[src/rtl/radix4_div_pkg.sv]
// Shared types and constants for the radix-4 divider and its digit stage.
package radix4_div_pkg;

  typedef enum logic [1:0] {
    IDLE = 2'd0,
    CALC = 2'd1,
    FIN  = 2'd2
  } state_t;

  localparam int DIGIT_BITS    = 2;
  localparam int DEFAULT_WIDTH = 32;

endpackage

[src/rtl/radix4_div_step.sv]
// Combinational radix-4 digit stage: pick the largest multiple of D that fits, subtract it.
module radix4_div_step
  import radix4_div_pkg::*;
#(
  parameter int WIDTH = DEFAULT_WIDTH
) (
  input  logic [WIDTH+1:0]      i_rem,
  input  logic [WIDTH+1:0]      i_d1,
  input  logic [WIDTH+1:0]      i_d2,
  input  logic [WIDTH+1:0]      i_d3,
  output logic [DIGIT_BITS-1:0] o_digit,
  output logic [WIDTH-1:0]      o_rem
);

  // NOTE: every output gets a default first so no path through the if-chain infers a latch.
  always_comb begin
    o_digit = 2'd0;
    o_rem   = WIDTH'(i_rem);
    if (i_rem >= i_d3) begin
      o_digit = 2'd3;
      o_rem   = WIDTH'(i_rem - i_d3);
    end else if (i_rem >= i_d2) begin
      o_digit = 2'd2;
      o_rem   = WIDTH'(i_rem - i_d2);
    end else if (i_rem >= i_d1) begin
      o_digit = 2'd1;
      o_rem   = WIDTH'(i_rem - i_d1);
    end
  end

endmodule

[src/rtl/radix4_divider.sv]
// Sequential radix-4 divider: two quotient bits per clock behind a start/done handshake.
// Define SIGNED_DIV_EN for two's-complement operands with truncation toward zero; default is unsigned.
module radix4_divider
  import radix4_div_pkg::*;
#(
  parameter int WIDTH = DEFAULT_WIDTH
) (
  input  logic             clk,
  input  logic             reset_n,
  input  logic             start,
  input  logic [WIDTH-1:0] dividend,
  input  logic [WIDTH-1:0] divisor,
  output logic             busy,
  output logic             done,
  output logic [WIDTH-1:0] quotient,
  output logic [WIDTH-1:0] remainder,
  output logic             div_by_zero
);

  localparam int STEPS = WIDTH / DIGIT_BITS;
  localparam int CNT_W = (STEPS > 1) ? $clog2(STEPS) : 1;

  state_t                r_state, w_state_next;
  logic [CNT_W-1:0]      r_cnt;
  logic [WIDTH-1:0]      r_dvd;
  logic [WIDTH-1:0]      r_rem;
  logic [WIDTH-1:0]      r_d;
  logic [WIDTH+1:0]      r_d3;
  logic                  r_div0;

  logic [WIDTH-1:0]      w_dividend_mag, w_divisor_mag;
  logic [WIDTH+1:0]      w_rem_shifted, w_d1, w_d2;
  logic [WIDTH-1:0]      w_rem_next;
  logic [DIGIT_BITS-1:0] w_digit;
  logic [WIDTH-1:0]      w_rem_mag, w_quot_res, w_rem_res;
  logic                  w_accept;

  assign w_accept      = (r_state == IDLE) && start;
  assign w_rem_shifted = {r_rem, r_dvd[WIDTH-1 -: DIGIT_BITS]};
  assign w_d1          = {2'b00, r_d};
  assign w_d2          = {1'b0, r_d, 1'b0};
  // On divide-by-zero the dividend never shifts out, so r_dvd still holds it for the remainder.
  assign w_rem_mag     = r_div0 ? r_dvd : r_rem;

  radix4_div_step #(.WIDTH(WIDTH)) u_step (
    .i_rem   (w_rem_shifted),
    .i_d1    (w_d1),
    .i_d2    (w_d2),
    .i_d3    (r_d3),
    .o_digit (w_digit),
    .o_rem   (w_rem_next)
  );

`ifdef SIGNED_DIV_EN
  logic r_neg_q, r_neg_r;

  assign w_dividend_mag = dividend[WIDTH-1] ? -dividend : dividend;
  assign w_divisor_mag  = divisor[WIDTH-1]  ? -divisor  : divisor;
  assign w_quot_res     = r_div0 ? '1 : (r_neg_q ? -r_dvd : r_dvd);
  assign w_rem_res      = r_neg_r ? -w_rem_mag : w_rem_mag;

  always_ff @(posedge clk or negedge reset_n) begin
    if (!reset_n) begin
      r_neg_q <= 1'b0;
      r_neg_r <= 1'b0;
    end else if (w_accept) begin
      r_neg_q <= dividend[WIDTH-1] ^ divisor[WIDTH-1];
      r_neg_r <= dividend[WIDTH-1];
    end
  end
`else
  assign w_dividend_mag = dividend;
  assign w_divisor_mag  = divisor;
  assign w_quot_res     = r_div0 ? '1 : r_dvd;
  assign w_rem_res      = w_rem_mag;
`endif

  // NOTE: sequential state uses non-blocking assignments so every register samples pre-edge values.
  always_ff @(posedge clk or negedge reset_n) begin
    if (!reset_n) r_state <= IDLE;
    else          r_state <= w_state_next;
  end

  always_comb begin
    w_state_next = r_state;
    case (r_state)
      IDLE:    if (start) w_state_next = (divisor == '0) ? FIN : CALC;
      CALC:    if (r_cnt == '0) w_state_next = FIN;
      FIN:     w_state_next = IDLE;
      default: w_state_next = IDLE;
    endcase
  end

  always_ff @(posedge clk or negedge reset_n) begin
    if (!reset_n) begin
      r_cnt       <= '0;
      r_dvd       <= '0;
      r_rem       <= '0;
      r_d         <= '0;
      r_d3        <= '0;
      r_div0      <= 1'b0;
      busy        <= 1'b0;
      done        <= 1'b0;
      quotient    <= '0;
      remainder   <= '0;
      div_by_zero <= 1'b0;
    end else begin
      done <= 1'b0;
      case (r_state)
        IDLE: begin
          if (start) begin
            r_dvd  <= w_dividend_mag;
            r_d    <= w_divisor_mag;
            r_d3   <= {2'b00, w_divisor_mag} + {1'b0, w_divisor_mag, 1'b0};
            r_rem  <= '0;
            r_cnt  <= CNT_W'(STEPS - 1);
            r_div0 <= (divisor == '0);
            busy   <= (divisor != '0);
          end
        end
        CALC: begin
          r_rem <= w_rem_next;
          r_dvd <= {r_dvd[WIDTH-DIGIT_BITS-1:0], w_digit};
          r_cnt <= r_cnt - CNT_W'(1);
          if (r_cnt == '0) busy <= 1'b0;
        end
        FIN: begin
          done        <= 1'b1;
          quotient    <= w_quot_res;
          remainder   <= w_rem_res;
          div_by_zero <= r_div0;
        end
        default: ;
      endcase
    end
  end

endmodule
[config.mk]
export PLATFORM = sky130hd
export DESIGN_NAME = radix4_divider
export DESIGN_NICKNAME = d
export VERILOG_FILES = /design/src/rtl/radix4_div_pkg.sv /design/src/rtl/radix4_div_step.sv /design/src/rtl/radix4_divider.sv
export SDC_FILE = /design/constraint.sdc
export NUM_CORES = 1
export LEC_CHECK = 0
export BUFFER_PORTS_ARGS = -buffer_cell sky130_fd_sc_hd__clkbuf_2
export CAP_MARGIN = 20
export CORE_MARGIN = 5
export CORE_UTILIZATION = 33
export CTS_CLUSTER_SIZE = 25
export DETAILED_ROUTE_END_ITERATION = 6
export PLACE_DENSITY = 0.47
export SYNTH_ARGS = -nofsm -noshare
export SYNTH_HDL_FRONTEND = slang
export SYNTH_HIERARCHICAL = 1
export SYNTH_SLANG_ARGS = --single-unit
[constraint.sdc]
create_clock -name clk -period 7 [get_ports clk]
set_input_delay 1.4 -clock clk [delete_from_list [all_inputs] [get_ports clk]]
set_output_delay 1.4 -clock clk [all_outputs]
set_load 0.03 [all_outputs]
==> metrics <==
status=completed; final WL=roughly 55 mm; drt first-iter violations=~920; final instance area=0.0186 sq mm; synthesized area=around 0.017 sq mm; cell count of the worst reg-to-reg path=16; Synth cell types=97; first-pass iteration count of the detailed router=5; H-tree Lvls=1; Metal-1 WL=27.8 mm; via count=14801; Post-CTS Setup Inserts=0; Die Area=about 0.055 sq mm; maximum clock rate=around 240 MHz; highest routed metal layer=met4; total CTS buffers=24; # diodes=0; mean post-synth cell area=roughly 8 sq um; Clock Skew=between 0.02 and 0.025 ns; PostCTS Resize Cnt=0; via density per instance=~5.2; IO buf count=roughly 130; Cell Rows=between 80 and 90; initial antenna violation count=0; Num Clock Sinks=about 200; crit end category=flop; most frequent cells in the layout=nand2_1, o21ai_0, dfrtp_1, inv_1, ha_1; area grow syn2layout=12.3%; dpl cell area=0.0178 sq mm; I/O pins=between 100 and 150; layout cells sized above 1=between 10% and 20%; largest net degree at the start of global routing=122; gr ovfl total=0; number of flops mapped to enable cells by yosys=0; Clk pin slew, worst setup/hold paths=0.06 ns; WHS=0.475 ns; Core Util, Final=between 30% and 40%; synth warn=6; hold crit path type=flop to flop; post-synthesis instance total=2059; final critical-path required period=4.14 ns; WP data required=about 7.4 ns; CTS hold repair buffers=0; Clock Tree Buf Depth=3; Crit Path Max Fanout=58; Fill cells=5344; clock latency on the worst-skew pair=0.55 ns; max-cap violation count=0; Most used DFF post-synth=dfrtp_1; DRC violations left=0; most common cell after layout, fill and taps aside=nand2_1; Slew HR=between 30% and 40%; RePlAce Congestion=0.985; Arr. time, crit path=roughly 4.5 ns; Final Max Slew Viols=0; worst-margin pin slew=just over 0.9 ns; crit start category=flop; setup TNS=0 ns; fin crit share=59.1%; ys async rst share=100%; met2 WL=between 20 and 25 mm; Die Y=~230 um; Yosys reg bits=roughly 200; starting density of the core=roughly 33%; final hold violations=0; all-layer global routing usage=between 10% and 20%; vias in the first global route=between 10000 and 15000; Root Buffer=clkbuf_16; CTS tree=yes; Avg WL per Cell=19.3 um; Final HPWL DP=between 40 and 50 mm; wire length on met3=roughly 2.9 mm; first-pass GRT wire length=approximately 84 mm; Final nets=approximately 2400; Core ar.=0.0499 sq mm; Final setup viols=0; Post-DRT Antenna Nets=0; Seq/Total Area, Yosys=between 30% and 40%; RSZ-0062 raised after global routing=false; Die W=between 200 and 250 um; hold path cells=2; critical path class=flop to flop
==> cells in the mapped netlist, drive strengths merged (7+ instances only) <==
master | n | area share (%)
a211oi | 14 | 0.73
a21o | 61 | 2.8
a21oi | 136 | 4.2
a22oi | 34 | 1.5
a31oi | 22 | 0.87
and2 | 10 | 0.40
and3 | 19 | 0.75
buf | 21 | 0.67
clkbuf | 69 | 1.6
dfrtp | 203 | 31
ha | 152 | 12
inv | 165 | 3.7
mux2i | 58 | 3.5
nand2 | 359 | 8.2
nand2b | 9 | 0.34
nand3 | 30 | 0.91
nand4 | 25 | 0.95
nor2 | 117 | 2.7
nor2b | 14 | 0.58
nor3 | 21 | 0.70
o2111ai | 9 | 0.55
o211ai | 13 | 0.68
o21a | 17 | 0.82
o21ai | 240 | 7.3
o21bai | 16 | 0.75
o22a | 7 | 0.37
o22ai | 10 | 0.38
o31ai | 7 | 0.40
xnor2 | 69 | 3.7
xor2 | 35 | 1.9
==> kinds of logic (layout without fill, tap and decap cells) <==
family | count (synthesis) | in the layout | share of synthesized area, %
AOI/OAI and AO/OA | 639 | 639 | 24.8
xor gates and xnor gates | 104 | 104 | 5.51
adders and majority gates | 156 | 156 | 12.0
buffers and inverters | 256 | 351 | 6.14
DFF | 203 | 203 | 30.7
muxes | 64 | 64 | 3.92
other | 1 | 4 | 0.0227
and+or+nand+nor | 636 | 636 | 16.9
==> registers in the layout, indices dropped and copies added (netlist names) <==
register	count
busy	1
div_by_zero	1
done	1
quotient	32
r_cnt	4
r_d	32
r_d3	33
r_div0	1
r_dvd	32
r_rem	32
r_state	2
remainder	32
==> layer usage <==
metal  global-route usage, %  vias to the layer above
met2                    29.0                      397
met3                    2.03                       55
li1                        -                     7394
met5                       0                        -
met4                    4.31                        0
met1                    30.0                     6955
==> final cells by class <==
type	instances	area (sq um)	area share, %
clock buffers	33	674	3.63
clock inverters	9	92.6	0.499
inverters	165	619	3.34
multi-input cells	1603	10500	56.5
flip-flops and latches	203	5080	27.4
well taps	672	841	4.53
repair buffers	144	769	4.14
==> critical path, stage by stage (launching register included) <==
cell       delay [ns]
dfrtp_1          0.52
inv_1            0.17
fa_1             0.48
and2b_1          0.25
o2111ai_2        0.13
a21boi_2         0.23
o41ai_4          0.15
o31ai_4          0.32
o21ai_1          0.13
o21ba_2          0.21
buf_4            0.30
and2_1           0.28
inv_2            0.15
o22ai_1          0.10
or3_1            0.39
nand2_1          0.06
o21ai_0          0.08
==> final timing paths <==
kind	from	endpoint	slack [ns]
hold / removal	quotient[17]$_DFFE_PN0P_	quotient[17]$_DFFE_PN0P_	0.47
max in group asynchronous	reset_n	r_rem[25]$_DFFE_PN0P_	5.01
setup / recovery	r_dvd[31]$_DFFE_PN0P_	r_rem[28]$_DFFE_PN0P_	2.86
min in group asynchronous	reset_n	quotient[5]$_DFFE_PN0P_	0.82
hold reg to reg	quotient[17]$_DFFE_PN0P_	quotient[17]$_DFFE_PN0P_	0.47
setup reg to reg	r_dvd[31]$_DFFE_PN0P_	r_rem[28]$_DFFE_PN0P_	2.86
==> per-stage QoR <==
step / std cells / worst slack (ns)
after CTS: 2829 / 2.88
after detailed placement: 2787 / 2.92
final: 2829 / 2.86
after floorplan: 2062 / 3.49
after global routing: 2829 / 2.55
after global placement: 2787 / 2.97
Power is left out: the tool's default activity adds up to more than one toggle a clock period on the data nets, which glitch-free logic cannot reach.
